File: config.mk
export PLATFORM = sky130hd
export DESIGN_NAME = d2d_wrr_arbiter
export DESIGN_NICKNAME = d
export VERILOG_FILES = /design/src/rtl/d2d_arb_pkg.sv /design/src/rtl/d2d_rr_picker.sv /design/src/rtl/d2d_wrr_arbiter.sv
export SDC_FILE = /design/constraint.sdc
export NUM_CORES = 1
export LEC_CHECK = 0
export CAP_MARGIN = 0
export CORE_UTILIZATION = 43
export CTS_BUF_LIST = sky130_fd_sc_hd__clkbuf_4 sky130_fd_sc_hd__clkbuf_8
export DETAILED_ROUTE_END_ITERATION = 8
export GPL_TIMING_DRIVEN = 0
export HOLD_SLACK_MARGIN = 0.15
export PLACE_DENSITY = 0.79
export SYNTH_ARGS = -nofsm -noshare
export SYNTH_HDL_FRONTEND = slang
export SYNTH_SLANG_ARGS = --single-unit
File: constraint.sdc
create_clock -name clk -period 2.7 [get_ports clk]
set_input_delay 0.27 -clock clk [delete_from_list [all_inputs] [get_ports clk]]
set_output_delay 0.27 -clock clk [all_outputs]
set_load 0.005 [all_outputs]
File: src/rtl/d2d_arb_pkg.sv
// Shared types and helpers for the D2D weighted round-robin arbiter.
// Holds the lock-state encoding, weight normalisation and modulo increment.
package d2d_arb_pkg;

    typedef enum logic {
        IDLE   = 1'b0,
        LOCKED = 1'b1
    } arb_state_t;

    // A programmed weight of zero still grants one packet per turn
    function automatic int eff_weight(input int w);
        return (w == 0) ? 1 : w;
    endfunction

    function automatic int next_idx(input int idx, input int n);
        return (idx + 1 >= n) ? 0 : idx + 1;
    endfunction

endpackage

File: src/rtl/d2d_rr_picker.sv
// Circular first-one picker: lowest set request at or after start, wrapping.
// Purely combinational; works for any channel count, not just powers of 2.
module d2d_rr_picker #(
    parameter int CHANNELS = 2,
    parameter int IDX_W    = (CHANNELS > 1) ? $clog2(CHANNELS) : 1
) (
    input  logic [CHANNELS-1:0] request,
    input  logic [IDX_W-1:0]    start,
    output logic [IDX_W-1:0]    index,
    output logic                valid
);

    logic [2*CHANNELS-1:0] dbl;
    logic [CHANNELS-1:0]   rot;
    logic [IDX_W:0]        sum;
    int                    off;

    always_comb begin
        dbl   = {request, request} >> start;
        rot   = dbl[CHANNELS-1:0];
        off   = 0;
        valid = |request;
        for (int i = CHANNELS - 1; i >= 0; i--) begin
            if (rot[i]) off = i;
        end
        sum = {1'b0, start} + (IDX_W + 1)'(off);
        if (sum >= (IDX_W + 1)'(CHANNELS)) begin
            sum = sum - (IDX_W + 1)'(CHANNELS);
        end
        index = valid ? sum[IDX_W-1:0] : '0;
    end

endmodule

File: src/rtl/d2d_wrr_arbiter.sv
// Packet-aware weighted round-robin N:1 arbiter for D2D channel muxing.
// Combinational grant; wormhole lock, turn pointer and quota are registered.
module d2d_wrr_arbiter
    import d2d_arb_pkg::*;
#(
    parameter int CHANNELS = 2,
    parameter int WEIGHT_W = 4,
    parameter int IDX_W    = (CHANNELS > 1) ? $clog2(CHANNELS) : 1
) (
    input  logic                               clk,
    input  logic                               rstn,
    input  logic [CHANNELS-1:0]                request,
    input  logic                               forwarding_head,
    input  logic                               forwarding_tail,
    input  logic [CHANNELS-1:0][WEIGHT_W-1:0]  weight,
    input  logic                               grant_valid_other_arbiter,
    output logic [IDX_W-1:0]                   grant_index,
    output logic                               grant_valid,
    output logic                               locked
);

    arb_state_t          st;
    logic [IDX_W-1:0]    rr_ptr;
    logic [WEIGHT_W-1:0] used;
    logic [IDX_W-1:0]    lock_idx;

    logic [IDX_W-1:0]    pick_idx;
    logic                pick_valid;
    logic                xfer;
    logic                pkt_end;
    logic [WEIGHT_W-1:0] wsel;
    logic [WEIGHT_W:0]   u;
    logic [WEIGHT_W:0]   w;
    logic                turn_done;
    logic [IDX_W-1:0]    ptr_next;

    d2d_rr_picker #(
        .CHANNELS (CHANNELS),
        .IDX_W    (IDX_W)
    ) u_picker (
        .request (request),
        .start   (rr_ptr),
        .index   (pick_idx),
        .valid   (pick_valid)
    );

    assign locked      = (st == LOCKED);
    assign grant_index = locked ? lock_idx : pick_idx;
    assign grant_valid = locked ? request[lock_idx] : pick_valid;
    assign xfer        = grant_valid & grant_valid_other_arbiter;
    assign pkt_end     = xfer & forwarding_tail;

    // Quota only accumulates while the pointer's own channel keeps winning
    always_comb begin
        wsel      = weight[grant_index];
        u         = ((grant_index == rr_ptr) ? {1'b0, used} : '0)
                    + (WEIGHT_W + 1)'(1);
        w         = (WEIGHT_W + 1)'(eff_weight(int'(wsel)));
        turn_done = (u >= w);
        ptr_next  = IDX_W'(next_idx(int'(grant_index), CHANNELS));
    end

    always_ff @(posedge clk or negedge rstn) begin
        if (!rstn) begin
            st       <= IDLE;
            rr_ptr   <= '0;
            used     <= '0;
            lock_idx <= '0;
        end else if (xfer) begin
            if (!locked && forwarding_head && !forwarding_tail) begin
                st       <= LOCKED;
                lock_idx <= grant_index;
            end else if (locked && forwarding_tail) begin
                st <= IDLE;
            end
            if (pkt_end) begin
                if (turn_done) begin
                    rr_ptr <= ptr_next;
                    used   <= '0;
                end else begin
                    rr_ptr <= grant_index;
                    used   <= u[WEIGHT_W-1:0];
                end
            end
        end
    end

`ifndef SYNTHESIS
    a_idx_range: assert property (@(posedge clk) disable iff (!rstn)
        grant_valid |-> (int'(grant_index) < CHANNELS));
    a_no_head_locked: assert property (@(posedge clk) disable iff (!rstn)
        (locked && xfer) |-> !forwarding_head);
    a_lock_stable: assert property (@(posedge clk) disable iff (!rstn)
        locked |=> (!locked || $stable(grant_index)));
`endif

endmodule

==> flow_metrics.tcl, run 1 <==
set metrics [dict create \
    status "complete, but fails checks" \
    violations "negative setup slack" \
    cts.clk_slew.worst_paths_ns 0.06 \
    cp_data_required_time_ns 2.89 \
    drive_above_1_share_pct 39.6 \
    netlist_area_um2 623 \
    max_slew_margin_pct 70.0 \
    seqPwrFrac_pct 21.4 \
    fin_crit_sh_pct 109 \
    yosysWarnings 0 \
    hold_viol 0 \
    synth_top_area_share_pct 28.1 \
    rsz0062_at_grt "true" \
    power.density_nw_per_um2 940 \
    die_h_um 40.1 \
    fin_ws_ns -0.254 \
    ctsLongestPathBuffers 2 \
    cts_root_buf "clkbuf_4" \
    finalNetCount 112 \
    endpoint_kind "register" \
    synthArstFlopShare_pct 100 \
    setup_violations 5 \
    dp_hpwl_um 1040 \
    die_w_um 40.1 \
    area_delta_synth_final_pct 60.2 \
    setup_tns_ns -0.848 \
    cts.htree.levels 1 \
    ios 18 \
    grt.overflow.total 0 \
    tritoncts "yes" \
    p_leak_nw 0.425 \
    dr.pass1.iters 4 \
    switchingPower_uw 370 \
    tightest_slew_ns 0.451 \
    rrSetupSlack_ns -0.22 \
    core-area_um2 1320 \
    drv_slew 0 \
    cts.sinks 7 \
    hold_buffers 0 \
    grt_max_degree 10 \
    pre_cts_slack_ns -0.591 \
    insertion_delay_ns 0.27 \
    placed_cells_incl_taps 94 \
    synthCells 62 \
    arrival_ns 3.14 \
    track_usage_pct 24.0 \
    power_frac_comb_pct 67.4 \
    start_util_pct 47.3 \
    ys_types 32 \
    syn_nets 82 \
    ys_seq_area_share_pct 28.1 \
    synth-seq-cells 7 \
    vdd_drop_max_mv 0.547 \
    rows 13 \
    synth_flop_cell "dfrtp_1" \
    drt_iter0_drc 6 \
    ant_nets 0 \
    drc 0 \
    wl_per_cell_um 15.8 \
    port_buffers 17 \
    grt_pass1_vias 641 \
    skew_ns 0.00720 \
    avgViaCountPerCell 5.67 \
    startpoint_type "primary input" \
    nFillCells 100 \
    cts_made_buffers 3 \
    power_frac_clock_pct 11.2 \
    r2r_cells 12 \
    drt-total-wl_um 1670 \
    vias 601 \
    antenna_found_initial 0 \
    place_congestion 0.806 \
    dieArea_um2 1610 \
    synthTopCellsByArea "dfrtp_1 (28%), ha_1 (10%), mux2i_1 (8.0%)" \
    worstPathMaxFanout 5 \
    drv_cap 0 \
    antenna_cells 0 \
    synth_area_leader_cell "dfrtp_1" \
    swShare_pct 39.4 \
    fmax_ghz 0.339 \
    min_period_ns 2.95 \
    fin_util_pct 75.8 \
    hold_path_class "in2async" \
    post_synth.cell_area_avg_um2 10.0 \
    crit_type "in2reg" \
    rr_endpoint "rr_ptr$_DFFE_PN0P_" \
    reg2reg_from "locked$_DFFE_PN0P_" \
    grt_pass1_wl_um 2530 \
    final_cells 106 \
    cellInternalPower_uw 568 \
    synth_edf_count 0 \
]
-- per-layer routing --
layer,GRT usage (%),vias to the layer above,part of all wire (%)
met5,0,-,0
met3,5.00,4,3.8
li1,-,289,-
met2,45.6,18,54
met1,24.9,290,40
met4,10.3,0,2.0
-- worst max path at each step --
stage,startpoint,slack (ns),depth (start not counted),end
2_1_floorplan,locked$_DFFE_PN0P_,-0.05,13,rr_ptr$_DFFE_PN0P_
3_3_place_gp,request[1],-0.54,14,rr_ptr$_DFFE_PN0P_
3_5_place_dp,request[1],-0.59,14,rr_ptr$_DFFE_PN0P_
4_1_cts,locked$_DFFE_PN0P_,-0.17,13,rr_ptr$_DFFE_PN0P_
5_1_grt,locked$_DFFE_PN0P_,-0.37,11,rr_ptr$_DFFE_PN0P_
6_report,request[0],-0.25,13,rr_ptr$_DFFE_PN0P_
-- layout make-up --
| class | instances | area [µm²] | share of cell area, % |
|---|---|---|---|
| Multi-Input combinational cell | 52 | 534 | 53.5 |
| Clock buffer | 3 | 22.5 | 2.26 |
| Timing Repair Buffer | 26 | 234 | 23.4 |
| Clock inverter | 1 | 5.00 | 0.501 |
| Sequential cell | 7 | 176 | 17.7 |
| Inverter | 2 | 7.51 | 0.752 |
| Tap cell | 15 | 18.8 | 1.88 |
-- sequential cells by signal, indices dropped and copies added, names as in the netlist --
| register | cells |
|---|---|
| used | 4 |
| lock_idx | 1 |
| locked | 1 |
| rr_ptr | 1 |
-- cell usage in the layout (no fill, tap or decap), types with 2 or more instances in the layout --
cell type / count
a21oi_1: 3
a22o_1: 3
buf_4: 8
clkbuf_4: 3
clkdlybuf4s50_1: 16
dfrtp_1: 6
ha_1: 2
ha_4: 3
inv_2: 2
mux2_2: 2
mux2i_1: 2
mux2i_2: 3
nand2_1: 4
nand2b_4: 2
nand3_1: 2
nor2_1: 5
o21a_1: 2
-- critical path, stage by stage --
cell and delay (ns):
clkdlybuf4s50_1 0.48, or3b_4 0.41, a22oi_4 0.20, and2b_1 0.23
ha_4 0.17, xnor2_2 0.23, inv_2 0.07, ha_4 0.21
o21a_1 0.18, nor2_1 0.14, o21bai_2 0.12, a31oi_4 0.21
mux2i_1 0.22
-- Yosys cell counts (all sizes together) (3+ instances only) --
cell type	n
nand2	4
a22o	3
dfrtp	7
mux2i	5
a21oi	3
ha	5
nor2	5
-- stage by stage --
| stage | power (mW) | cell area, µm² | hold WS [ns] |
|---|---|---|---|
| after global placement | 0.603 | 838 | 0.491 |
| after global routing | 0.990 | 998 | 0.274 |
| final | 0.939 | 998 | 0.248 |
| after detailed placement | 0.620 | 838 | 0.496 |
| after floorplan | 0.504 | 649 | -0.0256 |
| after CTS | 0.908 | 986 | 0.254 |
-- cell families after synthesis --
logic type / after synthesis / share of synthesized area, %
adder cells (fa/ha/maj): 5 / 10.0
flip-flops: 7 / 28.1
AND/OR/NAND/NOR: 22 / 20.1
XOR/XNOR: 2 / 2.81
buffers and inverters: 3 / 3.01
AO/OA/AOI/OAI: 16 / 24.3
multiplexers: 7 / 11.6
-- what timing repair did --
action,4_1_cts,5_1_grt
resized for setup,11,5
pin swaps,11,6
cloned,1,0
setup buffers,7,1
endpoints found under the setup margin,5,5
-- power groups by stage --
stage                     Clock, mW  Combinational (mW)  Sequential (mW)
after floorplan                   0               0.325            0.179
after global placement            0               0.415            0.187
after detailed placement          0               0.431            0.189
after CTS                     0.106               0.611            0.191
after global routing          0.111               0.674            0.204
final                         0.106               0.633            0.201
No activity file was read; power rests on OpenSTA's default activity.
==> run 2: changes to the inputs <==
--- a/config.mk
+++ b/config.mk
@@ -6,6 +6,7 @@
 export NUM_CORES = 1
 export LEC_CHECK = 0
 export CAP_MARGIN = 0
+export CORE_MARGIN = 3
 export CORE_UTILIZATION = 43
 export CTS_BUF_LIST = sky130_fd_sc_hd__clkbuf_4 sky130_fd_sc_hd__clkbuf_8
 export DETAILED_ROUTE_END_ITERATION = 8
==> run 2 against run 1 <==
  * The flow still finishes with violations (negative setup slack)
  * Worst hold slack improved by 0.027 ns
  * Via count grew 3.2%
  * Non-clock buffer count up 6
  * Sequential share of layout area shrank 0.72 points
  * Final area is 4.3% higher
  * Combinational power is 8.2% higher
  * Maximum frequency up 0.91%
  * Die area is 21% higher
  * Register-to-register slack barely moved
  * First-iteration DRC count down 17%
  * Final cell count grew 5.7%
  * Count of clock-buffer cells in the layout unchanged
==> flow_metrics.tcl, run 2 (synthesis gave the netlist of run 1 again) <==
set metrics [dict create \
    endpoint_kind "register" \
    power_frac_comb_pct 69.7 \
    tightest_slew_ns 0.461 \
    cts_root_buf "clkbuf_4" \
    setup_violations 4 \
    place_congestion 0.780 \
    track_usage_pct 17.8 \
    dr.pass1.iters 4 \
    power_uw 983 \
    cts.htree.levels 1 \
    rsz0062_at_grt "true" \
    rr_endpoint "rr_ptr$_DFFE_PN0P_" \
    drive_above_1_share_pct 43.3 \
    violations "negative setup slack" \
    vdd_drop_max_mv 0.607 \
    start_util_pct 46.7 \
    crit_type "reg2reg" \
    fin_crit_sh_pct 108 \
    finalNetCount 118 \
    largest_reg_flops 4 \
    nFillCells 84 \
    hold_viol 0 \
    reg2reg_from "locked$_DFFE_PN0P_" \
    wl_per_cell_um 15.6 \
    grt.overflow.total 0 \
    cellInternalPower_uw 612 \
    min_period_ns 2.93 \
    path_buf_inv 1 \
    swShare_pct 37.7 \
    setup_tns_ns -0.793 \
    die_h_um 44.1 \
    dieArea_um2 1940 \
    final_area_um2 1040 \
    rows 13 \
    drv_cap 0 \
    startpoint_type "register" \
    avgViaCountPerCell 5.54 \
    skew_ns 0.00857 \
    pre_cts_slack_ns -0.602 \
    cts_made_buffers 3 \
    cp_slowest_stage_delay_ns 0.45 \
    rrSetupSlack_ns -0.23 \
    fin_ws_ns -0.227 \
    dp_hpwl_um 1070 \
    ant_nets 0 \
    ios 18 \
    worstPathMaxFanout 7 \
    placed_cells_incl_taps 94 \
    tritoncts "yes" \
    drt-total-wl_um 1740 \
    fmax_ghz 0.342 \
    drc 0 \
    power_frac_clock_pct 9.9 \
    ctsLongestPathBuffers 2 \
    vias 620 \
    crit_top_cell "ha_4" \
    cts.clk_slew.worst_paths_ns 0.06 \
    die_w_um 44.1 \
    final_cells 112 \
    layout_common_cells "clkdlybuf4s50_1 (15), buf_4 (15), dfrtp_1 (6)" \
    cts.sinks 7 \
    crit_chain "or3b_4 > a22oi_4 > and2b_2 > ha_4 > xnor2_2 > inv_2 > ha_4 > o21a_1 > nor2_2 > o21bai_2 > a31oi_4 > mux2i_1" \
    area_delta_synth_final_pct 67.1 \
    hold_path_class "in2async" \
    drt_iter0_drc 5 \
    switchingPower_uw 371 \
    power.density_nw_per_um2 944 \
    port_buffers 17 \
    max_slew_margin_pct 69.3 \
    insertion_delay_ns 0.26 \
    arrival_ns 3.08 \
    cp_data_required_time_ns 2.85 \
    core-area_um2 1330 \
    grt_pass1_vias 652 \
    placed_area_um2 838 \
    antenna_cells 0 \
    critPathSlowestCell "dfrtp_2" \
    drv_slew 0 \
    status "complete, but fails checks" \
    regMostFlops "used" \
    register_area_um2 176 \
    antenna_found_initial 0 \
    path_delay_family "simple AND/OR/NAND/NOR gates" \
    multi_input_area_um2 531 \
    grt_pass1_wl_um 2640 \
    seqPwrFrac_pct 20.4 \
    r2r_cells 12 \
    grt_max_degree 10 \
    p_leak_nw 0.455 \
]
-- run 2: power groups by stage --
stage                     sequential (mW)  clock [mW]  combinational, mW
final                               0.201      0.0972              0.685
after global routing                0.207       0.106              0.748
after CTS                           0.191      0.0984              0.571
after detailed placement            0.189           0              0.436
after global placement              0.187           0              0.421
after floorplan                     0.179           0              0.325
-- run 2: worst register-to-register path, cell delays in order (launching register included) --
cell	delay [ns]
dfrtp_2	0.45
or3b_4	0.40
a22oi_4	0.23
and2b_2	0.26
ha_4	0.18
xnor2_2	0.17
inv_2	0.06
ha_4	0.23
o21a_1	0.17
nor2_2	0.09
o21bai_2	0.10
a31oi_4	0.20
mux2i_1	0.28
-- run 2: repair_timing --
| item | in CTS | in global routing |
|---|---|---|
| pin swaps | 7 | 9 |
| setup endpoints to repair | 5 | 5 |
| hold buffers | 0 | 0 |
| setup buffers | 7 | 8 |
| gates resized for setup | 10 | 6 |
-- run 2: through the flow --
| stage | hold WS [ns] | util [%] |
|---|---|---|
| 2_1_floorplan | -0.0256 | - |
| 3_3_place_gp | 0.486 | 62.9 |
| 3_5_place_dp | 0.523 | 62.9 |
| 4_1_cts | 0.285 | 72.2 |
| 5_1_grt | 0.289 | 78.0 |
| 6_report | 0.275 | 78.0 |
-- run 2: worst max-delay path by stage --
stage,start,end,slack (ns),depth (start not counted)
finish,locked$_DFFE_PN0P_,rr_ptr$_DFFE_PN0P_,-0.23,12
CTS,locked$_DFFE_PN0P_,rr_ptr$_DFFE_PN0P_,-0.18,13
global placement,request[1],rr_ptr$_DFFE_PN0P_,-0.53,12
global route,locked$_DFFE_PN0P_,rr_ptr$_DFFE_PN0P_,-0.37,12
floorplan,locked$_DFFE_PN0P_,rr_ptr$_DFFE_PN0P_,-0.05,13
detailed placement,request[1],rr_ptr$_DFFE_PN0P_,-0.60,14
-- run 2: final cells by class --
cell class                      instances  share of cell area (%)
Inverter                                2                   0.721
Multi-Input combinational cell         52                    51.0
Clock inverter                          1                   0.481
Clock buffer                            3                    2.16
Sequential cell                         7                    16.9
Timing Repair Buffer                   32                    26.9
Tap cell                               15                    1.80
-- run 2: layer usage --
layer	up-vias	routed length, µm	GRT usage, %
met1	305	706	20.6
met5	-	0	0
li1	302	-	-
met4	0	21	5.42
met3	2	64	2.44
met2	11	951	33.4
==> run 3: changes to the inputs <==
--- a/config.mk
+++ b/config.mk
@@ -5,14 +5,13 @@
 export SDC_FILE = /design/constraint.sdc
 export NUM_CORES = 1
 export LEC_CHECK = 0
-export CAP_MARGIN = 0
 export CORE_MARGIN = 3
 export CORE_UTILIZATION = 43
 export CTS_BUF_LIST = sky130_fd_sc_hd__clkbuf_4 sky130_fd_sc_hd__clkbuf_8
 export DETAILED_ROUTE_END_ITERATION = 8
 export GPL_TIMING_DRIVEN = 0
 export HOLD_SLACK_MARGIN = 0.15
-export PLACE_DENSITY = 0.79
+export PLACE_DENSITY = 0.84
 export SYNTH_ARGS = -nofsm -noshare
 export SYNTH_HDL_FRONTEND = slang
 export SYNTH_SLANG_ARGS = --single-unit
==> run 3 against run 2 <==
  * Count of clock-buffer cells in the layout is 1 higher
  * Flip-flop and latch count unchanged
  * The run still ends with negative setup slack left
  * Register-to-register slack improved by 0.11 ns
  * Non-clock buffer count down 2
  * Global-route usage is 2.5 points higher
  * Highest routed layer unchanged
==> flow_metrics.tcl, run 3 (synthesis gave the netlist of run 1 again) <==
set metrics [dict create \
    status "complete, but fails checks" \
    violations "negative setup slack" \
    placed_cells_incl_taps 94 \
    die_h_um 44.1 \
    layout_common_cells "clkdlybuf4s50_1 (15), buf_4 (12), dfrtp_1 (6)" \
    worstPathMaxFanout 6 \
    fmax_ghz 0.354 \
    fin_crit_sh_pct 104 \
    placed_area_um2 838 \
    nFillCells 96 \
    setup_violations 4 \
    start_util_pct 46.7 \
    cp_slowest_stage_delay_ns 0.43 \
    rows 13 \
    wl_per_cell_um 16.6 \
    critPathSlowestCell "dfrtp_2" \
    p_leak_nw 0.448 \
    startpoint_type "register" \
    core-area_um2 1330 \
    grt_pass1_vias 664 \
    hold_viol 0 \
    port_buffers 17 \
    dr_wl_met3_um 93 \
    grt.overflow.total 0 \
    cts.htree.levels 1 \
    dieArea_um2 1940 \
    ios 18 \
    crit_type "reg2reg" \
    drv_cap 0 \
    cts.sinks 7 \
    drt-total-wl_um 1830 \
    area_delta_synth_final_pct 67.9 \
    dp_hpwl_um 1020 \
    largest_reg_flops 4 \
    vias 630 \
    skew_ns 0.00489 \
    top_layer "met4" \
    tightest_slew_ns 0.447 \
    drt_iter0_drc 10 \
    final_common_cell "clkdlybuf4s50_1" \
    place_congestion 0.730 \
    finalNetCount 116 \
    drive_above_1_share_pct 42.1 \
    grt_pass1_wl_um 2780 \
    rsz0062_at_grt "true" \
    wl_met2_um 1040 \
    tritoncts "yes" \
    ctsLongestPathBuffers 2 \
    cts_made_buffers 3 \
    final_area_um2 1050 \
    max_slew_margin_pct 70.2 \
    grt_max_degree 10 \
    avgViaCountPerCell 5.73 \
    fin_ws_ns -0.121 \
    crit_chain "or3b_4 > a22oi_4 > and2b_1 > ha_4 > xnor2_4 > inv_2 > ha_4 > o21a_1 > nor2_2 > o21bai_2 > a31oi_4 > mux2i_1" \
    endpoint_kind "register" \
    antenna_found_initial 0 \
    hold_path_class "in2async" \
    fin_util_pct 78.4 \
    insertion_delay_ns 0.26 \
    cp_data_required_time_ns 2.88 \
    crit_top_cell "ha_4" \
    drv_slew 0 \
    dr.pass1.iters 4 \
    final_cells 110 \
    cts.clk_slew.worst_paths_ns 0.06 \
    min_period_ns 2.82 \
    met1_length_um 690 \
    regMostFlops "used" \
    hold_ws_ns 0.266 \
    antenna_cells 0 \
    cts_root_buf "clkbuf_4" \
    drc 0 \
    arrival_ns 3.00 \
    die_w_um 44.1 \
    vdd_drop_max_mv 0.599 \
    ant_nets 0 \
    power.density_nw_per_um2 978 \
    track_usage_pct 20.4 \
]
[run 3: cell count changes in the layout (fill, tap and decap cells not counted)]
cell / previous run / this run
buf_4: 15 / 12
and2b_1: 0 / 1
and2b_2: 1 / 0
buf_6: 0 / 1
clkbuf_4: 3 / 4
clkinv_2: 1 / 0
mux2i_1: 3 / 2
mux2i_2: 2 / 3
xnor2_2: 1 / 0
xnor2_4: 0 / 1
[run 3: worst paths after layout]
path | start | end | slack, ns | cells after the start
max in group asynchronous | rstn | locked$_DFFE_PN0P_ | 2.17 | 1
max reg2reg | locked$_DFFE_PN0P_ | rr_ptr$_DFFE_PN0P_ | -0.12 | 12
min | rstn | used[3]$_DFFE_PN0P_ | 0.27 | 1
min in group clk | used[2]$_DFFE_PN0P_ | used[2]$_DFFE_PN0P_ | 0.53 | 2
min reg2reg | used[2]$_DFFE_PN0P_ | used[2]$_DFFE_PN0P_ | 0.53 | 2
max | locked$_DFFE_PN0P_ | rr_ptr$_DFFE_PN0P_ | -0.12 | 12
[run 3: layout make-up]
| cell class | count | area, µm² | share of cell area (%) |
|---|---|---|---|
| clock buffers | 4 | 30.0 | 2.87 |
| flip-flops and latches | 7 | 176 | 16.9 |
| inverters | 2 | 7.51 | 0.718 |
| multi-input cells | 52 | 544 | 52.0 |
| repair buffers | 30 | 269 | 25.7 |
| well taps | 15 | 18.8 | 1.79 |
[run 3: per-stage QoR]
step,power (mW),setup WS [ns],TNS [ns]
final,1.02,-0.121,-0.252
after global routing,1.10,-0.263,-0.797
after CTS,0.858,-0.140,-0.388
after detailed placement,0.618,-0.572,-2.52
after global placement,0.605,-0.521,-2.33
after floorplan,0.504,-0.0507,-0.133
[run 3: layer usage]
layer / up-vias / GRT usage, %
li1: 295 / -
met1: 309 / 21.6
met2: 24 / 35.2
met3: 2 / 7.72
met4: 0 / 9.64
met5: - / 0
[run 3: worst max-delay path, delay by kind of cell, from the launching register on]
kind | cells | cell delay [ns]
and+or+nand+nor | 3 | 0.76
AOI/OAI and AO/OA | 4 | 0.74
DFF | 1 | 0.43
adders and majority gates | 2 | 0.39
muxes | 1 | 0.21
xor gates and xnor gates | 1 | 0.14
buffers and inverters | 1 | 0.06
[run 3: timing repair]
action / 4_1_cts / 5_1_grt
hold endpoints to repair: 0 / 0
gates cloned: 0 / 0
setup buffers: 9 / 4
setup endpoints to repair: 5 / 5
hold buffers: 0 / 0
pin swaps: 11 / 10
resized for setup: 9 / 9
[run 3: where the power goes]
part / leakage (nW) / switching [mW] / internal (mW)
combinational: 0.341 / 0.287 / 0.426
clock: 0.0184 / 0.0452 / 0.0669
sequential: 0.0883 / 0.0540 / 0.144
total: 0.448 / 0.386 / 0.637
